===== src/rtl/div_ctrl_pkg.sv =====
// Shared definitions for the multicycle divider: FSM state encodings and
// handshake levels used by div_ctrl and the execute stage.
package div_ctrl_pkg;

  typedef enum logic [1:0] {
    DIV_FREE   = 2'b00,
    DIV_BYZERO = 2'b01,
    DIV_ON     = 2'b10,
    DIV_END    = 2'b11
  } div_state_e;

  localparam logic DivResultReady    = 1'b1;
  localparam logic DivResultNotReady = 1'b0;
  localparam logic DivStart          = 1'b1;
  localparam logic DivStop           = 1'b0;

  localparam int unsigned DoubleWordBus = 64;

endpackage


===== src/rtl/div_ctrl_step.sv =====
// One radix-2 restoring division iteration: shift the next dividend bit into
// the partial remainder and keep the difference when no borrow occurs.
module div_step #(
  parameter int unsigned WIDTH = 32
) (
  input  logic [WIDTH-1:0] r,
  input  logic [WIDTH-1:0] q,
  input  logic [WIDTH-1:0] divisor,
  output logic [WIDTH-1:0] r_next,
  output logic [WIDTH-1:0] q_next
);

  logic [WIDTH:0] shifted;
  logic [WIDTH:0] diff;

  always_comb begin
    shifted = {r, q[WIDTH-1]};
    diff    = shifted - {1'b0, divisor};
    // On a borrow the shifted value is below the divisor, so it fits WIDTH bits.
    if (!diff[WIDTH]) begin
      r_next = diff[WIDTH-1:0];
      q_next = {q[WIDTH-2:0], 1'b1};
    end else begin
      r_next = shifted[WIDTH-1:0];
      q_next = {q[WIDTH-2:0], 1'b0};
    end
  end

endmodule


===== src/rtl/div_ctrl.sv =====
// Multicycle DIV/DIVU sequencer: latches operand magnitudes, runs WIDTH
// restoring iterations, applies sign fix-up and holds the result for execute.
module div_ctrl
  import div_ctrl_pkg::*;
#(
  parameter int unsigned WIDTH = 32
) (
  input  logic                 clk,
  input  logic                 rst,
  input  logic                 signed_div_i,
  input  logic [WIDTH-1:0]     opdata1_i,
  input  logic [WIDTH-1:0]     opdata2_i,
  input  logic                 start_i,
  input  logic                 annul_i,
  output logic [2*WIDTH-1:0]   result_o,
  output logic                 ready_o
);

  localparam int unsigned CW = $clog2(WIDTH + 1);
  localparam logic [CW-1:0] LAST = CW'(WIDTH);

  div_state_e state, state_n;
  logic [CW-1:0]      cnt, cnt_n;
  logic [WIDTH-1:0]   r, r_n, q, q_n, dvs, dvs_n;
  logic               sa, sa_n, sb, sb_n;
  logic [2*WIDTH-1:0] result_n;
  logic               ready_n;
  logic [WIDTH-1:0]   step_r, step_q, q_fix, r_fix;

  div_step #(.WIDTH(WIDTH)) u_step (
    .r       (r),
    .q       (q),
    .divisor (dvs),
    .r_next  (step_r),
    .q_next  (step_q)
  );

  // Sign flags are only set for DIV, so DIVU passes through unchanged.
  assign q_fix = (sa ^ sb) ? -q : q;
  assign r_fix = sa ? -r : r;

  always_comb begin
    state_n  = state;
    cnt_n    = cnt;
    r_n      = r;
    q_n      = q;
    dvs_n    = dvs;
    sa_n     = sa;
    sb_n     = sb;
    result_n = result_o;
    ready_n  = ready_o;
    case (state)
      DIV_FREE: begin
        ready_n = DivResultNotReady;
        if (start_i == DivStart && !annul_i) begin
          if (opdata2_i == '0) begin
            state_n = DIV_BYZERO;
          end else begin
            state_n = DIV_ON;
            cnt_n   = '0;
            sa_n    = signed_div_i & opdata1_i[WIDTH-1];
            sb_n    = signed_div_i & opdata2_i[WIDTH-1];
            dvs_n   = (signed_div_i & opdata2_i[WIDTH-1]) ? -opdata2_i : opdata2_i;
            q_n     = (signed_div_i & opdata1_i[WIDTH-1]) ? -opdata1_i : opdata1_i;
            r_n     = '0;
          end
        end
      end
      DIV_BYZERO: begin
        result_n = '0;
        ready_n  = DivResultReady;
        state_n  = DIV_END;
      end
      DIV_ON: begin
        if (annul_i) begin
          state_n = DIV_FREE;
          ready_n = DivResultNotReady;
        end else if (cnt != LAST) begin
          r_n   = step_r;
          q_n   = step_q;
          cnt_n = cnt + 1'b1;
        end else begin
          result_n = {r_fix, q_fix};
          ready_n  = DivResultReady;
          state_n  = DIV_END;
        end
      end
      DIV_END: begin
        if (start_i == DivStop) begin
          state_n  = DIV_FREE;
          ready_n  = DivResultNotReady;
          result_n = '0;
        end
      end
      default: state_n = DIV_FREE;
    endcase
  end

  always_ff @(posedge clk) begin
    if (rst) begin
      state    <= DIV_FREE;
      cnt      <= '0;
      r        <= '0;
      q        <= '0;
      dvs      <= '0;
      sa       <= 1'b0;
      sb       <= 1'b0;
      result_o <= '0;
      ready_o  <= DivResultNotReady;
    end else begin
      state    <= state_n;
      cnt      <= cnt_n;
      r        <= r_n;
      q        <= q_n;
      dvs      <= dvs_n;
      sa       <= sa_n;
      sb       <= sb_n;
      result_o <= result_n;
      ready_o  <= ready_n;
    end
  end

endmodule


===== config.mk =====
export PLATFORM = sky130hd
export DESIGN_NAME = div_ctrl
export DESIGN_NICKNAME = d
export VERILOG_FILES = /design/src/rtl/div_ctrl_pkg.sv /design/src/rtl/div_ctrl_step.sv /design/src/rtl/div_ctrl.sv
export SDC_FILE = /design/constraint.sdc
export NUM_CORES = 1
export LEC_CHECK = 0
export BUFFER_PORTS_ARGS = -buffer_cell sky130_fd_sc_hd__buf_2
export CORE_MARGIN = 5
export CORE_UTILIZATION = 59
export CTS_CLUSTER_DIAMETER = 40
export CTS_CLUSTER_SIZE = 10
export DETAILED_ROUTE_END_ITERATION = 7
export PLACE_DENSITY = 0.78
export SETUP_SLACK_MARGIN = 0.02
export SLEW_MARGIN = 40
export SYNTH_ARGS = -nofsm -noshare
export SYNTH_HDL_FRONTEND = slang
export SYNTH_SLANG_ARGS = --single-unit
export TNS_END_PERCENT = 1

===== constraint.sdc =====
create_clock -name clk -period 3.9 [get_ports clk]
set_clock_uncertainty 0.2 [all_clocks]
set_input_delay 1.17 -clock clk [delete_from_list [all_inputs] [get_ports clk]]
set_output_delay 1.17 -clock clk [all_outputs]
set_load 0.02 [all_outputs]

### Yosys cells after proc, flatten, opt, wreduce, memory -nomap -nowiden

Cells that the tools add are included.

| word-level totals | value |
|---|---|
| register bits | 171 |
| input bits | 69 |
| output and inout port bits | 65 |
| logic and storage cells | 76 |

| operators by class | value |
|---|---|
| $add $sub $neg | 6 |
| eq/ne operators | 11 |
| muxes and demuxes | 35 |
| bitwise gates (word level) | 4 |
| reduce and logical (&&, ||, !) cells | 11 |

Operator list:

| operator | number |
|---|---|
| 32-bit two-way mux | 13 |
| 64-bit two-way mux | 3 |
| 64-bit case mux with 3 select lines | 1 |
| 32-bit negator | 4 |
| 32-bit case mux with 2 select lines | 2 |
| 33-bit by 32-bit subtractor with 33-bit output | 1 |
| 32-bit zero test | 1 |
| 6-bit two-way mux | 4 |
| 2-bit != test (second input constant) | 6 |
| 6-bit case mux with 2 select lines | 1 |
| 2-bit two-way mux | 5 |
| 2-bit case mux with 4 select lines | 1 |
| 6-bit by 1-bit adder with 6-bit output (second input constant) | 1 |
| 6-bit != test (second input constant) | 1 |
| 3-bit AND reduction | 2 |
| 5-bit AND reduction | 1 |
| 2-bit == test (second input constant) | 2 |
| 1-bit two-way mux | 4 |
| 1-bit case mux with 4 select lines | 1 |
| 4-bit AND reduction | 1 |
| 3-bit != test (second input constant) | 1 |
| 3-bit nonzero test | 1 |
| 1-bit bitwise AND | 2 |
| 2-bit by 1-bit == test with 1-bit output (second input constant) | 1 |
| other kinds (7) | 7 |

### Longest topological paths before layout

| depth | value |
|---|---|
| word-level depth | 5 |
| gate-level depth with buffers | 13 |
| depth with buffers taken out | 12 |

### Cells and area by module

Synthesis repeated with hierarchy kept, for this count alone.

| second synthesis, totals | value |
|---|---|
| cells, all modules | 1439 |
| area, all modules | 11653.7 um^2 |

By module, submodules not included:

| module | times used | cells each | area an instance (um^2) | sequential area each (um^2) |
|---|---|---|---|---|
| div_ctrl | 1 | 1103 | 9062.4 | 3423.3 |
| div_step | 1 | 336 | 2591.2 | 0.0 |

### Worst setup path before layout

Ideal clock, no wire load.

| path | value |
|---|---|
| kind | input -> register |
| start point | input port opdata2_i[23] |
| end point | register r[31] |
| setup time | 0.074 ns |
| arrival time | 3.367 ns |
| required time | 3.626 ns |
| slack | 0.259 ns |
| stages on the path | 11 |
| path buffers | 3 |
| cell sequence | or4_1 > nor4_1 > nand2b_1 > o31a_1 > buf_2 > o21a_1 > clkbuf_1 > nor2_1 > buf_2 > a32oi_1 > o21ai_0 |

| between the ends | value |
|---|---|
| cells in the longest elaborated chain, start to end | 3 |

Ends and longest elaborated chain:

| item | line | RTL |
|---|---|---|
| from (decl) | div_ctrl.sv:12 | `input logic [WIDTH-1:0] opdata2_i,` |
| 32-bit zero test | div_ctrl.sv:56 | `if (opdata2_i == '0) begin` |
| 2-bit != test (no line) | -- |  |
| 5-bit AND reduction (no line) | -- |  |
| to (signal assigned) | div_ctrl.sv:113 | `r <= r_n;` |
| to (decl) | div_ctrl.sv:24 | `logic [WIDTH-1:0] r, r_n, q, q_n, dvs, dvs_n;` |

No other way between the ends.
A chain may end at the register's enable or synchronous reset.

### Worst setup path in the final report

| path | value |
|---|---|
| start point | register r[5] |
| end point | register r[31] |

| between the ends | value |
|---|---|
| cells in the longest elaborated chain, start to end | 5 |

Ends and longest elaborated chain:

| item | line | RTL |
|---|---|---|
| 33-bit by 32-bit subtractor with 33-bit output | div_ctrl_step.sv:18 | `diff = shifted - {1'b0, divisor};` |
| 32-bit two-way mux | div_ctrl_step.sv:20 | `if (!diff[WIDTH]) begin` |
| 32-bit two-way mux | div_ctrl.sv:78 | `end else if (cnt != LAST) begin` |
| 32-bit two-way mux | div_ctrl.sv:75 | `if (annul_i) begin` |
| 32-bit case mux with 2 select lines | div_ctrl.sv:52 | `case (state)` |

No other way between the ends. The select of a mux whose other input is x is not followed.

==> reports/metrics.cfg <==
[floorplanning]
die-area_um2 = 21300
dieHeight_um = 146
row_count = 49
start_util = 0.603
core_area_um2 = 18100
fp.dieW_um = 146
io_pins = 134

[grt]
use_met2 = 0.367
antenna_found_initial = 0
use_met3 = 0.0483
grt.total_usage = 0.261
grt_pass1_wl_mm = 46.9
use_met1 = 0.410
busiest_layer = met1
grt_pass1_vias = 9134
grt_max_degree = 68
overflow = 0

[drt]
wire_per_inst_um = 16.3
via_per_inst = 5.89
num_vias = 10400
drc_errors = 0
drt_iter0_drc = 710
ant_nets = 0
drt-pass1-iter-count = 5
wl_mm = 28.7

[power_and_ir_drop]
vdd.ir_drop.worst_v = 0.000384
p_leak_nw = 5.29
power.density_nw_per_um2 = 482

[logic_synthesis]
ys_types = 62
syn_area_per_cell_um2 = 7.68
netlist_area_um2 = 10900
yosys_warnings = 0
ys_async_sr_fraction = 0
ys_ff_latch = 171
syn_nets = 1533
seq_area_frac_synth = 0.314
syn_inst = 1420
synth_ff_type = dfxtp_1
synth_edf_count = 0

[final_layout]
area.growth.synth_to_final_pct = 14.5
layout-drive-gt1-share = 0.143
diodes = 0
nets = 1633
final_core_util = 0.690
final_area_um2 = 12500
fillCellCount = 1536

[clock_tree]
cts_sinks = 171
clk-insertion-delay-late_ns = 0.44
ctsResizeCount = 0
postCtsSetupBuffers = 0
clk_path_buf_depth = 2
cts_tree = yes
cts_buffers = 17
clk_pin_slew_ns = 0.07
htree_levels = 4
cts_root_buffer = clkbuf_16
cts_hold_buf = 0

[sta]
setup_viol = 0
hold_viol_final = 0
layout_setup_ws_ns = 0.351
timing.final.crit_share = 0.910
slew_headroom = 0.457
fin_setup_tns_ns = 0
worst_slew_pin_slew_ns = 0.808
rsz0062_at_grt = no
slew_viol_final = 0
holdWs_ns = 0.258
max_clock_freq_mhz = 282
layout_min_cycle_time_ns = 3.55

[setup_path]
cp-start-kind = register
required_ns = 4.02
critPathKind = reg -> reg
arrival_ns = 3.66
worstPathMaxFanout = 6
end_kind = register

[placed_design]
place_ws_ns = 0.0970
hpwl_mm = 21.7
place_congestion = 0.932
io_buffers = 133
place_area_um2 = 11900

[status]
status = completed

[min_path]
hold_class = reg -> reg

[job]
drv_cap = 0

==> power by group <==
part,leakage [nW],internal (mW),switching [mW],total (mW)
Sequential,1.39,1.89,0.192,2.08
Clock,0.287,0.865,0.838,1.70
Combinational,3.61,0.851,1.38,2.23
==> per-stage QoR <==
stage | instances | total power [mW]
after floorplan | 1420 | 3.72
after global placement | 1730 | 4.25
after detailed placement | 1730 | 4.29
after CTS | 1762 | 5.99
after global routing | 1762 | 6.37
final | 1762 | 6.01
==> layout make-up <==
cell class | instances | area [um2] | area share
clock inverters | 15 | 173 | 0.0138
well taps | 229 | 287 | 0.0230
clock buffers | 17 | 425 | 0.0341
flip-flops and latches | 171 | 3420 | 0.274
inverters | 54 | 203 | 0.0162
repair buffers | 166 | 978 | 0.0784
multi-input cells | 1110 | 6990 | 0.560
==> path summary, 6_finish.rpt <==
path | end | cells past startpoint | from | slack, ns
worst max register to register | r[31] | 10 | r[5] | 0.35
worst max-delay path | r[31] | 10 | r[5] | 0.35
worst min-delay path | dvs[31] | 2 | dvs[31] | 0.26
worst min register to register | dvs[31] | 2 | dvs[31] | 0.26
==> Yosys cell counts, types with 9 or more instances <==
library cell	number	share of area
or4_1	11	0.0076
o31ai_1	26	0.018
xor2_1	56	0.045
xnor2_1	96	0.077
nor3_1	24	0.011
a22oi_1	46	0.032
ha_1	43	0.049
nand3_1	10	0.0046
nor4_1	13	0.0075
nand2_1	161	0.055
dfxtp_1	171	0.31
a211oi_1	34	0.023
a21o_1	14	0.0096
a21oi_1	117	0.054
o21ai_0	99	0.045
mux2i_1	20	0.018
a22o_1	16	0.013
or3_1	13	0.0075
and3_1	12	0.0069
clkbuf_1	74	0.025
nor2_1	167	0.057
and2_1	10	0.0057
nand2b_1	12	0.0069
nor2b_1	9	0.0052
o41ai_1	11	0.0088
nand4_1	11	0.0063
inv_1	54	0.019
==> sequential cells by signal, summed over array words and instances (netlist names) <==
| signal | flops |
|---|---|
| result_o | 64 |
| q | 32 |
| sb | 1 |
| r | 32 |
| ready_o | 1 |
| cnt | 6 |
| dvs | 32 |
| state | 2 |
| sa | 1 |
==> logic make-up (layout without fill, tap and decap cells) <==
| group | Yosys count | count (layout) | share of synthesized area |
|---|---|---|---|
| xor+xnor | 152 | 152 | 0.122 |
| buf+inv | 139 | 252 | 0.0488 |
| simple gates | 472 | 472 | 0.197 |
| compound gates | 422 | 422 | 0.249 |
| flops | 171 | 171 | 0.314 |
| mux | 20 | 20 | 0.0184 |
| fa+ha+maj | 44 | 44 | 0.0512 |
==> cell usage in the layout, fill, tap and decap left out, types with 5 or more instances in the layout <==
cell	synthesis	routed
ha_1	43	42
or2_2	5	5
nor2b_1	9	8
inv_1	54	54
o21ai_0	99	99
a21oi_1	117	117
buf_12	0	5
nand2b_1	12	12
a32oi_1	7	7
o211ai_1	6	6
o41ai_1	11	11
clkbuf_16	0	17
o31ai_1	26	26
buf_2	8	132
o21a_1	5	5
nor2_1	167	167
nor3_1	24	24
nor4_1	13	13
a21o_1	14	14
a31oi_1	7	7
dfxtp_1	171	171
xnor2_1	96	95
a22o_1	16	16
xor2_1	56	56
mux2i_1	20	20
o21ai_1	7	7
buf_4	0	29
and3_1	12	12
nand4_1	11	11
or4_1	11	11
nand3_1	10	10
and2_1	10	10
nand2_1	161	161
or3_1	13	13
a22oi_1	46	46
a211oi_1	34	34
==> per-layer routing <==
metal / part of all wire / wire (um)
met5: 0 / 0
met4: 0.0094 / 270
met3: 0.088 / 2530
met2: 0.41 / 11800
met1: 0.49 / 14000
==> worst max-delay path, cell delays in order, from the launching register on <==
cell and delay, ns:
dfxtp_1 0.48, ha_1 0.36, a21oi_1 0.28, o211ai_1 0.16, a31o_2 0.25, a2111oi_0 0.65
nor2_1 0.19, a31o_2 0.28, a211oi_1 0.29, xor2_1 0.19, o21ai_0 0.11
Power figures use the tool's default switching activity.
